$ cat config.mk
export PLATFORM = sky130hd
export DESIGN_NAME = hazard_sequencer
export DESIGN_NICKNAME = d
export VERILOG_FILES = /design/src/rtl/hazard_sequencer.sv
export SDC_FILE = /design/constraint.sdc
export NUM_CORES = 1
export LEC_CHECK = 0
export CORE_ASPECT_RATIO = 0.7
export CORE_UTILIZATION = 47
export DETAILED_ROUTE_END_ITERATION = 8
export HOLD_SLACK_MARGIN = 0.1
export MAX_ROUTING_LAYER = met4
export PLACE_DENSITY = 0.8
export SETUP_SLACK_MARGIN = 0.02
export SLEW_MARGIN = 40
export SYNTH_ARGS = -nofsm -noshare
export SYNTH_HDL_FRONTEND = slang
export SYNTH_SLANG_ARGS = --single-unit
$ cat constraint.sdc
create_clock -name clk -period 2.4 [get_ports clk]
set_input_delay 0.36 -clock clk [delete_from_list [all_inputs] [get_ports clk]]
set_output_delay 0.36 -clock clk [all_outputs]
set_load 0.01 [all_outputs]
$ cat src/rtl/hazard_sequencer.sv
// Pipeline sequencing controller for the 5-stage RV32I core: load-use stalls,
// branch/jump redirects, memory-wait freezes, timeout halt and perf counters.
module hazard_sequencer #(
  parameter int MEM_TIMEOUT = 64,
  parameter int CNT_W       = 16
) (
  input  logic             clk,
  input  logic             rst,
  input  logic [4:0]       id_rs1,
  input  logic [4:0]       id_rs2,
  input  logic             id_use_rs1,
  input  logic             id_use_rs2,
  input  logic             ex_MemRead,
  input  logic [4:0]       ex_rd,
  input  logic             ex_Branch,
  input  logic             ex_taken,
  input  logic             ex_Jump,
  input  logic             mem_req,
  input  logic             mem_ready,
  output logic             pc_write,
  output logic             pc_redirect,
  output logic             ifid_write,
  output logic             ifid_flush,
  output logic             idex_write,
  output logic             idex_flush,
  output logic             exmem_write,
  output logic             memwb_flush,
  output logic             halted,
  output logic [CNT_W-1:0] stall_cnt,
  output logic [CNT_W-1:0] flush_cnt,
  output logic [1:0]       fsm_state
);

  typedef enum logic [1:0] {
    S_INIT     = 2'd0,
    S_RUN      = 2'd1,
    S_MEM_WAIT = 2'd2,
    S_HALT     = 2'd3
  } state_t;

  state_t     state, state_nxt;
  logic [7:0] wait_cnt, wait_nxt;

  logic active;
  logic freeze;
  logic redirect_raw;
  logic load_use_raw;
  logic do_freeze;
  logic do_redirect;
  logic do_load_use;

  // Handshake: mem_req/mem_ready is a plain request/complete pair; the access
  // retires on the cycle mem_ready is high, any cycle with mem_req high and
  // mem_ready low holds the whole pipe up to EX/MEM.
  always_comb begin
    active       = (state == S_RUN) || (state == S_MEM_WAIT);
    freeze       = mem_req & ~mem_ready;
    redirect_raw = (ex_Branch & ex_taken) | ex_Jump;
    load_use_raw = ex_MemRead && (ex_rd != 5'd0) &&
                   ((id_use_rs1 && (id_rs1 == ex_rd)) ||
                    (id_use_rs2 && (id_rs2 == ex_rd)));
    do_freeze    = active & freeze;
    do_redirect  = active & ~freeze & redirect_raw;
    do_load_use  = active & ~freeze & ~redirect_raw & load_use_raw;
  end

  always_comb begin
    pc_write    = 1'b1;
    pc_redirect = 1'b0;
    ifid_write  = 1'b1;
    ifid_flush  = 1'b0;
    idex_write  = 1'b1;
    idex_flush  = 1'b0;
    exmem_write = 1'b1;
    memwb_flush = 1'b0;
    if (!active) begin
      pc_write    = 1'b0;
      ifid_write  = 1'b0;
      idex_write  = 1'b0;
      exmem_write = 1'b0;
      ifid_flush  = 1'b1;
      idex_flush  = 1'b1;
      memwb_flush = 1'b1;
    end else if (do_freeze) begin
      pc_write    = 1'b0;
      ifid_write  = 1'b0;
      idex_write  = 1'b0;
      exmem_write = 1'b0;
      memwb_flush = 1'b1;
    end else if (do_redirect) begin
      pc_redirect = 1'b1;
      ifid_flush  = 1'b1;
      idex_flush  = 1'b1;
    end else if (do_load_use) begin
      pc_write    = 1'b0;
      ifid_write  = 1'b0;
      idex_flush  = 1'b1;
    end
  end

  // wait_cnt counts not-ready cycles including the one that entered MEM_WAIT.
  always_comb begin
    state_nxt = state;
    wait_nxt  = wait_cnt;
    case (state)
      S_INIT: state_nxt = S_RUN;
      S_RUN: begin
        if (freeze) begin
          state_nxt = S_MEM_WAIT;
          wait_nxt  = 8'd1;
        end
      end
      S_MEM_WAIT: begin
        if (!freeze) begin
          state_nxt = S_RUN;
          wait_nxt  = 8'd0;
        end else if (wait_cnt == 8'(MEM_TIMEOUT)) begin
          state_nxt = S_HALT;
        end else begin
          wait_nxt = wait_cnt + 8'd1;
        end
      end
      default: state_nxt = S_HALT;
    endcase
  end

  always_ff @(posedge clk or negedge rst) begin
    if (!rst) begin
      state    <= S_INIT;
      wait_cnt <= 8'd0;
    end else begin
      state    <= state_nxt;
      wait_cnt <= wait_nxt;
    end
  end

  always_ff @(posedge clk or negedge rst) begin
    if (!rst) begin
      stall_cnt <= '0;
      flush_cnt <= '0;
    end else begin
      if ((do_freeze || do_load_use) && (stall_cnt != {CNT_W{1'b1}}))
        stall_cnt <= stall_cnt + 1'b1;
      if (do_redirect && (flush_cnt != {CNT_W{1'b1}}))
        flush_cnt <= flush_cnt + 1'b1;
    end
  end

  assign halted    = (state == S_HALT);
  assign fsm_state = state;

endmodule

==> summary.txt <==
Final layout
  • Area Overhead vs Synth: 43.3%
  • Ant. Diodes: 0
  • Commonest non-fill, non-tap cells in the layout: clkdlybuf4s50_1 (58), dfrtp_1 (42), xnor2_1 (23), buf_4 (23), nand2_1 (22)
  • NumNets Final: 356
  • Share of layout cells above drive strength 1: 0.145
  • Commonest non-fill, non-tap cell in the layout: clkdlybuf4s50_1

STA
  • Setup WS post-layout: 62.1 ps
  • Setup TNS Final: 0 ps
  • Min cycle time layout: 2340 ps
  • Final hold vios: 0
  • Worst Max-Slew Pin Slew: 504 ps
  • Final period util: 0.974
  • RSZ-0062 raised after global routing: no
  • Slew Limit Headroom: 0.662
  • Final setup vio count: 0
  • Final Max Tran Viols: 0
  • Clk_skew: 9.47 ps
  • Fmax: 0.428 GHz

Placed design
  • Hpwl dp: 3.98 mm
  • Routability Congestion: 0.848
  • Port bufs: 67
  • DP Worst Slack: -431 ps

Clocking
  • CTS buffer count: 5
  • H-tree Lvls: 2
  • Reg clk slew, reported paths: 80 ps
  • Post-CTS Setup Inserts: 0
  • Max Buffers Root-to-Sink: 2
  • Clock sinks: 42
  • TritonCTS clock tree: yes
  • Skew-Pair Late Insertion Delay: 300 ps
  • Root Buffer: clkbuf_8

Critical path
  • Critical Path Sink Type: output port
  • Critical-path top delay cell: or4_4
  • CP peak stage delay: 440 ps
  • Critical Path Start: ex_rd[4]
  • R2R Path End: stall_cnt[14]$_DFFE_PN0P_
  • RR Startpoint: fsm_state[0]$_DFFE_PN0P_
  • Worst Path Buf+Inv: 2
  • Crit start category: input pin
  • Crit Path Category: in -> out
  • Worst endpoint required time: 2040 ps
  • CP arrival: 1980 ps
  • Worst-path maximum fanout: 3
  • Worst path depth: 7
  • Delay-heaviest family, CP: simple AND/OR/NAND/NOR gates
  • R2r worst-path depth: 9
  • R2R setup slack: 230 ps
  • Crit path to: idex_flush
  • Cell Chain, Critical Path: clkdlybuf4s50_1 > or4_4 > nor2_4 > nor3_4 > and2_4 > or2_2 > buf_6

Yosys
  • Synthesized Nets: 265
  • Yosys cell types: 38
  • Synth Instances: 233
  • Synth Cell Area: 0.00232 mm^2
  • Synth Area per Inst: 9.94 um^2
  • Synthesis-stage register bit count: 42
  • Synth Warn #: 0
  • Seq/Total Area, Yosys: 0.454

Die
  • Rows: 20
  • Top-Level Pins: 68
  • Die X: 85.9 um
  • Die H: 60.7 um
  • Core ar.: 0.00453 mm^2
  • DIE AREA: 0.00522 mm^2
  • Initial core utilization: 0.511

Power
  • P_sw: 0.000305 W
  • Sw frac: 0.229
  • LEAKAGE: 1.51 nW
  • Sequential Power Share: 0.547
  • Clock power share: 0.357
  • Maximum vdd ir drop: 0.318 mV
  • Combinational Power Share: 0.096
  • Cell area power density: 400 mW/mm^2
  • Internal power: 0.00102 W
  • Tot Pwr: 0.00133 W

Hold path
  • Min-delay worst type: reg -> reg

Route
  • DR vias/cell: 5.18
  • Initial detailed-routing violation count: 115
  • DRC Markers: 0
  • DRT antenna net count: 0
  • Detailed-router iteration count before antenna repair: 4
  • Drt total wl: 5.29 mm
  • WL/cell: 13.5 um
  • Vias: 2026

Global route
  • First-pass GRT wire length: 8.56 mm
  • Largest net degree at the start of global routing: 43
  • Initial antenna violation count: 0
  • GRT Residual Overflow: 0
  • GRT Overall Usage: 0.224
  • Vias in the first global route: 1840

Status
  • Status: completed

Job
  • Max-cap violation count: 0
## power groups by stage
stage	combinational, W	clock (W)	sequential, W
floorplan	0.0000311	0	0.000743
global placement	0.000125	0	0.000740
detailed placement	0.000128	0	0.000741
CTS	0.000128	0.000490	0.000727
global route	0.000139	0.000520	0.000729
finish	0.000128	0.000474	0.000727
## Yosys cell counts
| cell type | number | area, um^2 |
|---|---|---|
| o22ai_2 | 1 | 12.5 |
| inv_1 | 8 | 30.0 |
| mux2_2 | 1 | 11.3 |
| and4_1 | 3 | 26.3 |
| dfrtp_1 | 42 | 1050 |
| or2_2 | 2 | 12.5 |
| or4_1 | 1 | 7.51 |
| o31ai_1 | 1 | 7.51 |
| nor3_1 | 8 | 40.0 |
| nor3_2 | 3 | 30.0 |
| nor4_1 | 3 | 18.8 |
| o32a_1 | 1 | 10.0 |
| nand2_1 | 22 | 82.6 |
| nor4b_1 | 2 | 17.5 |
| o21ai_1 | 1 | 5.00 |
| nand2b_4 | 1 | 13.8 |
| o31ai_4 | 1 | 21.3 |
| ha_1 | 7 | 87.6 |
| nor2_1 | 21 | 78.8 |
| xnor2_1 | 23 | 201 |
| nor4bb_1 | 1 | 10.0 |
| clkbuf_1 | 2 | 7.51 |
| and3_1 | 6 | 37.5 |
| a21oi_1 | 7 | 35.0 |
| nand4_1 | 10 | 62.6 |
| nand2_2 | 1 | 6.26 |
| clkbuf_2 | 1 | 5.00 |
| nor2b_1 | 2 | 12.5 |
| a32o_1 | 2 | 20.0 |
| buf_4 | 3 | 22.5 |
| mux2_1 | 2 | 22.5 |
| xor2_1 | 19 | 166 |
| and2_1 | 2 | 12.5 |
| a21oi_4 | 1 | 16.3 |
| o21ai_0 | 5 | 25.0 |
| nand3_1 | 14 | 70.1 |
| nand2b_1 | 2 | 12.5 |
| or3_1 | 1 | 6.26 |
## routing by layer
metal / GRT usage / routed length [um]
met4: 0.0857 / 79
met3: 0.0503 / 381
met5: - / 0
met1: 0.288 / 2500
met2: 0.353 / 2330
## what timing repair did
item,4_1_cts,5_1_grt
pin swaps,2,1
hold endpoints to repair,42,0
hold buffers,1,0
resized for setup,11,10
setup endpoints to repair,3,6
## final cells by class
type	instances	area, um^2
Multi-Input combinational cell	177	1220
Fill cell	351	1210
Sequential cell	42	1050
Timing Repair Buffer	90	841
Clock buffer	6	82.6
Tap cell	66	82.6
Inverter	8	30.0
Clock inverter	2	12.5
## registers in the layout (all words and copies together), names as in the netlist
name and count:
wait_cnt 8, stall_cnt 16, fsm_state 2, flush_cnt 16
## metrics by stage
| step | utilization | cell area [um^2] | hold WS [ps] | instances |
|---|---|---|---|---|
| finish | 0.733 | 3320 | 491 | 391 |
| global route | 0.733 | 3320 | 528 | 391 |
| CTS | 0.728 | 3300 | 500 | 391 |
| detailed placement | 0.706 | 3200 | 375 | 382 |
| global placement | 0.705 | 3190 | 482 | 382 |
| floorplan | - | 2320 | 64.4 | 233 |
## logic make-up (layout without fill, tap and decap cells)
kind of cell / after synthesis / count (layout) / synth area share
mux: 3 / 3 / 0.0146
fa+ha+maj: 7 / 7 / 0.0378
flops: 42 / 42 / 0.454
compound gates: 20 / 20 / 0.0659
simple gates: 105 / 105 / 0.241
xor+xnor: 42 / 42 / 0.159
buf+inv: 14 / 106 / 0.0281
## how the worst min path moves through the flow
| stage | cells after the start | startpoint | endpoint | slack, ps |
|---|---|---|---|---|
| final | 1 | flush_cnt[5]$_DFFE_PN0P_ | flush_cnt[5]$_DFFE_PN0P_ | 490 |
| after global placement | 1 | flush_cnt[9]$_DFFE_PN0P_ | flush_cnt[9]$_DFFE_PN0P_ | 480 |
| after detailed placement | 1 | rst | flush_cnt[3]$_DFFE_PN0P_ | 380 |
| after global routing | 1 | stall_cnt[6]$_DFFE_PN0P_ | stall_cnt[6]$_DFFE_PN0P_ | 530 |
| after floorplan | 0 | rst | flush_cnt[0]$_DFFE_PN0P_ | 60 |
| after CTS | 1 | flush_cnt[5]$_DFFE_PN0P_ | flush_cnt[5]$_DFFE_PN0P_ | 500 |
(Power assumes the default switching activity.)
==> edit 1 (config.mk and constraints unchanged) <==
The parameter `CNT_W` goes from 16 to 14.
--- a/src/rtl/hazard_sequencer.sv
+++ b/src/rtl/hazard_sequencer.sv
@@ -2,7 +2,7 @@
 // branch/jump redirects, memory-wait freezes, timeout halt and perf counters.
 module hazard_sequencer #(
   parameter int MEM_TIMEOUT = 64,
-  parameter int CNT_W       = 16
+  parameter int CNT_W       = 14
 ) (
   input  logic             clk,
   input  logic             rst,
Interface: changed (resized flush_cnt and stall_cnt); port bits go from 68 to 64. No check against the original RTL was run, so the function may have changed too.
==> edit 1 against the unedited design <==
Combinational power down 19%; sequential cell count down 4; largest cell class unchanged; highest routed layer unchanged; area after synthesis down 9.5%; total power down 9.4%; design area down 9.4%; setup slack better by 0.025 ns; count of clock-buffer cells in the layout up 1; critical path depth unchanged; routed wire length down 7.3%; fmax up 1.1%.
==> edit 1: results (changes against the unedited design) <==
Pwr
  • Int Pwr: 0.9333 mW (was 1.024 mW)
  • Clock power share: 0.382 (was 0.357)
  • Sequential share of power: 0.532 (was 0.547)
  • Peak VDD IR: 405.1 uV (was 318.1 uV)
  • Leak: 1.347 nW (was 1.507 nW)

Routing
  • Starting DRT DRC Count: 55 (was 115)
  • Vias: 1795 (was 2026)
  • Final WL: 4.905 mm (was 5.289 mm)

Yosys
  • Post-synth top cells: dfrtp_1 (38), xnor2_1 (32), nor2_1 (22), nand2_1 (16), nand4_1 (12) (was dfrtp_1 (42), xnor2_1 (23), nand2_1 (22), nor2_1 (21), xor2_1 (19))
  • Top post-synthesis cells by area: dfrtp_1 (45%), xnor2_1 (13%), ha_1 (4.2%) (was dfrtp_1 (45%), xnor2_1 (8.7%), xor2_1 (7.2%))
  • Multiplexer area fraction after synthesis: 0.01074 (was 0.01459)
  • Synth Area in XOR/XNOR: 0.1712 (was 0.1588)
  • Syn_area_per_cell: 10.13 um^2 (was 9.940 um^2)
  • Seq/Total Area, Yosys: 0.4535 (was 0.4538)
  • Syn Nets: 239 (was 265)

Timing
  • Worst slew pin tran: 0.5186 ns (was 0.5043 ns)
  • Clock Skews: 0.005386 ns (was 0.009469 ns)
  • Final worst setup slack: 0.08759 ns (was 0.06209 ns)

Global route
  • First-pass GRT wire length: 8.735 mm (was 8.556 mm)
  • Largest net degree at the start of global routing: 39 (was 43)
  • GRT Util Overall: 0.2584 (was 0.2243)

Setup path
  • Reg2reg end: stall_cnt[9] (was stall_cnt[14])
  • Crit path capture: idex_flush (unchanged)
  • CP Max Fanout: 2 (was 3)
  • Worst Reg-to-Reg Cells: 7 (was 9)
  • Worst EP arrival: 1.95 ns (was 1.98 ns)
  • Crit-path max cell delay: 0.49 ns (was 0.44 ns)
  • Reg2Reg Setup Slack: 0.38 ns (was 0.23 ns)

Worst hold path
  • Critical hold path startpoint: stall_cnt[10] (was flush_cnt[5])
  • Hold endpoint: stall_cnt[10] (was flush_cnt[5])

Outcome
  • Status: finished clean (unchanged)

Final layout
  • Layout cells sized above 1: 0.1433 (was 0.1446)
  • Post-layout nets: 324 (was 356)
  • Finished Layout Cells: 345 (was 391)
  • Biggest regs: flush_cnt x14, stall_cnt x14, wait_cnt x8 (was flush_cnt x16, stall_cnt x16, wait_cnt x8)

Place
  • Cell Area, Placed: 0.002888 mm^2 (was 0.003197 mm^2)
  • Post-Place Cells: 335 (was 382)
  • DPL Wire Length: 3.742 mm (was 3.978 mm)
  • Placer congestion estimate: 0.8102 (was 0.8475)
  • IO Port Bufs: 63 (was 67)
  • DP Worst Slack: -0.3532 ns (was -0.4313 ns)
==> edit 1: cell count changes after synthesis, moves of 3 or more <==
cell / delta
nand3_1: -4
nand2_1: -6
nor3_1: -8
o21ai_0: -4
xor2_1: -10
xnor2_1: +9
dfrtp_1: -4
nand4_2: +3
==> edit 1: final cells by class <==
cell class                 instances  area share
tap                               52     0.02163
inverter                           7    0.008735
multi-input combinational        158      0.3694
clock buffer                       7     0.02870
sequential                        38      0.3161
clock inverter                     1    0.001664
timing repair buffer              82      0.2537
==> edit 1: kinds of logic after synthesis <==
kind of cell,Yosys count
AND/OR/NAND/NOR,89
XOR/XNOR,41
flip-flops,38
AO/OA/AOI/OAI,19
buffers and inverters,11
adder cells (fa/ha/maj),7
multiplexers,2
==> edit 1: timing repair <==
action                                  4_1_cts  5_1_grt
resized for setup                            15        4
hold endpoints to repair                     38        0
pin swaps                                     2        1
endpoints found under the setup margin        7        7
hold buffers                                  1        0
buffers inserted                              1        0
==> edit 1: worst reg2reg max path, cell delays in order (launching register included) <==
cell and delay, ns:
dfrtp_1 0.43, ha_1 0.25, and2_1 0.21, nand4_1 0.15
o21ai_1 0.12, nor3b_1 0.42, nand4_1 0.18, xnor2_1 0.15
==> edit 1: metrics by stage <==
step,utilization,hold WS [ns]
6_report,0.7356,0.4960
5_1_grt,0.7356,0.5239
4_1_cts,0.7310,0.4984
3_5_place_dp,0.7062,0.3556
3_3_place_gp,0.7056,0.4823
2_1_floorplan,-,0.06441
==> edit 1: layer usage <==
metal / up-vias / global-route usage / wire length, um
met5: - / - / 0
met4: 0 / 0.1028 / 71
met3: 6 / 0.05039 / 259
met2: 44 / 0.3754 / 2143
met1: 861 / 0.3555 / 2431
li1: 884 / - / -
==> edit 2 (same settings) <==
Made on the original files. Make the reset (`rst`) synchronous in 2 clocked blocks.
--- a/src/rtl/hazard_sequencer.sv
+++ b/src/rtl/hazard_sequencer.sv
@@ -124,7 +124,7 @@
     endcase
   end
 
-  always_ff @(posedge clk or negedge rst) begin
+  always_ff @(posedge clk) begin
     if (!rst) begin
       state    <= S_INIT;
       wait_cnt <= 8'd0;
@@ -134,7 +134,7 @@
     end
   end
 
-  always_ff @(posedge clk or negedge rst) begin
+  always_ff @(posedge clk) begin
     if (!rst) begin
       stall_cnt <= '0;
       flush_cnt <= '0;
Behaviour: differs if rst is asserted again (counterexample within 4 cycles, from zero or initial values and one cycle with rst low); with rst held inactive, the same outputs for 10 cycles.
==> edit 2 against the unedited design <==
Sequential cell count stayed put; area after synthesis is 1.2% higher; setup slack better by 0.025 ns; design area is 1.9% higher; non-clock buffer count is 6 higher; routed wire length is 11% higher; first-iteration DRC count is 3.5% higher; die area is 1.2% higher; critical path type unchanged; highest routed layer unchanged.
Power is not compared: it rests on default switching activity, and its combinational part moved more than twofold at a synthesized area within 25%.
==> edit 2: results (changes against the unedited design) <==
Place
  • Cell Area, Placed: 0.003261 mm^2 (was 0.003197 mm^2)
  • DP Worst Slack: -0.5185 ns (was -0.4313 ns)
  • Placer congestion estimate: 0.8887 (was 0.8475)
  • DPL Wire Length: 4.441 mm (was 3.978 mm)
  • Post-Place Cells: 433 (was 382)

Setup path
  • CP Max Fanout: 3 (unchanged)
  • Crit-path max cell delay: 0.48 ns (was 0.44 ns)
  • CP delay by family, top: buffers and inverters (was simple AND/OR/NAND/NOR gates)
  • Slowest cell on the critical path: clkdlybuf4s50_1 (was or4_4)

Clock tree
  • Num CTS Buffers: 5 (unchanged)
  • Reg clk slew, reported paths: 0.08 ns (about the same)

Final layout
  • Ant diodes: 0 (unchanged)
  • Fill cells: 382 (was 351)
  • Area grow syn2layout: 44.31% (was 43.33%)
  • Layout cells sized above 1: 0.1662 (was 0.1446)
  • Post-layout nets: 404 (was 356)
  • Finished Layout Cells: 442 (was 391)

Global route
  • Largest net degree at the start of global routing: 22 (was 43)
  • First-pass GRT wire length: 9.163 mm (was 8.556 mm)
  • Vias in the first global route: 2023 (was 1840)
  • GRT Util Overall: 0.2364 (was 0.2243)

Routing
  • WL/cell: 13.26 um (was 13.53 um)
  • DRT Pass-1 Iters: 4 (unchanged)
  • Starting DRT DRC Count: 119 (was 115)
  • Vias: 2345 (was 2026)

Yosys
  • Post-synth top cells: dfxtp_1 (42), nor2_1 (35), nand2_1 (24), xnor2_1 (20), a21oi_1 (17) (was dfrtp_1 (42), xnor2_1 (23), nand2_1 (22), nor2_1 (21), xor2_1 (19))
  • Syn_area_per_cell: 8.460 um^2 (was 9.940 um^2)
  • Synth cell types: 51 (was 38)
  • Ys async rst share: 0 (was 1.000)
  • Top post-synthesis cells by area: dfxtp_1 (36%), xnor2_1 (7.5%), nor2_1 (5.6%) (was dfrtp_1 (45%), xnor2_1 (8.7%), xor2_1 (7.2%))
  • Syn Nets: 309 (was 265)
  • Seq/Total Area, Yosys: 0.3588 (was 0.4538)

Timing
  • Clock Skews: 0.01251 ns (was 0.009469 ns)
  • Max_slew headroom: 0.5634 (was 0.6615)

Pwr
  • Leak: 1.251 nW

Outcome
  • Status: finished clean (unchanged)

Worst hold path
  • Hold WC Path Type: flip-flop to flip-flop (unchanged)
==> edit 2: cell types whose count changed in the layout (fill, tap and decap cells not counted), moves of 4 or more <==
cell / change
a21oi_1: +10
buf_4: +5
dfrtp_1: -42
dfxtp_1: +42
nor2_1: +15
o21a_1: +4
or3_1: +7
xor2_1: -10
==> edit 2: worst paths after layout <==
check / endpoint / cells after the start / slack, ns / from
max: ifid_flush / 5 / 0.09 / mem_req
min: wait_cnt[7] / 2 / 0.53 / wait_cnt[7]
max reg2reg: flush_cnt[6] / 7 / 0.23 / flush_cnt[0]
min reg2reg: wait_cnt[7] / 2 / 0.53 / wait_cnt[7]
==> edit 2: timing repair <==
| item | in CTS | in global routing |
|---|---|---|
| setup endpoints to repair | 4 | 3 |
| resized for setup | 19 | 4 |
| pin swaps | 3 | 2 |
| buffers inserted | 1 | 0 |
==> edit 2: cell families after synthesis <==
group,count (synthesis),share of synthesized area
adders and majority gates,7,0.03737
buffers and inverters,19,0.04431
AOI/OAI and AO/OA,51,0.1516
and+or+nand+nor,128,0.2953
xor gates and xnor gates,29,0.1084
muxes,1,0.004271
DFF,42,0.3588
==> edit 2: metal layers <==
metal / vias up / share of wire / global-route usage
met2: 69 / 0.43 / 0.3515
met3: 8 / 0.053 / 0.04692
met4: 0 / 0.014 / 0.1024
li1: 1185 / - / -
met1: 1083 / 0.50 / 0.3157
met5: - / 0 / -
==> edit 2: power breakdown <==
part | total [mW] | internal [mW] | switching [mW]
registers | 0.721 | 0.709 | 0.0119
clock network | 0.494 | 0.238 | 0.257
logic | 0.345 | 0.190 | 0.156
==> edit 2: layout make-up <==
type	count	area share
Clock buffer	7	0.02553
Multi-Input combinational cell	216	0.4221
Inverter	11	0.01221
Timing Repair Buffer	96	0.2634
Tap cell	69	0.02553
Clock inverter	1	0.002590
Sequential cell	42	0.2486
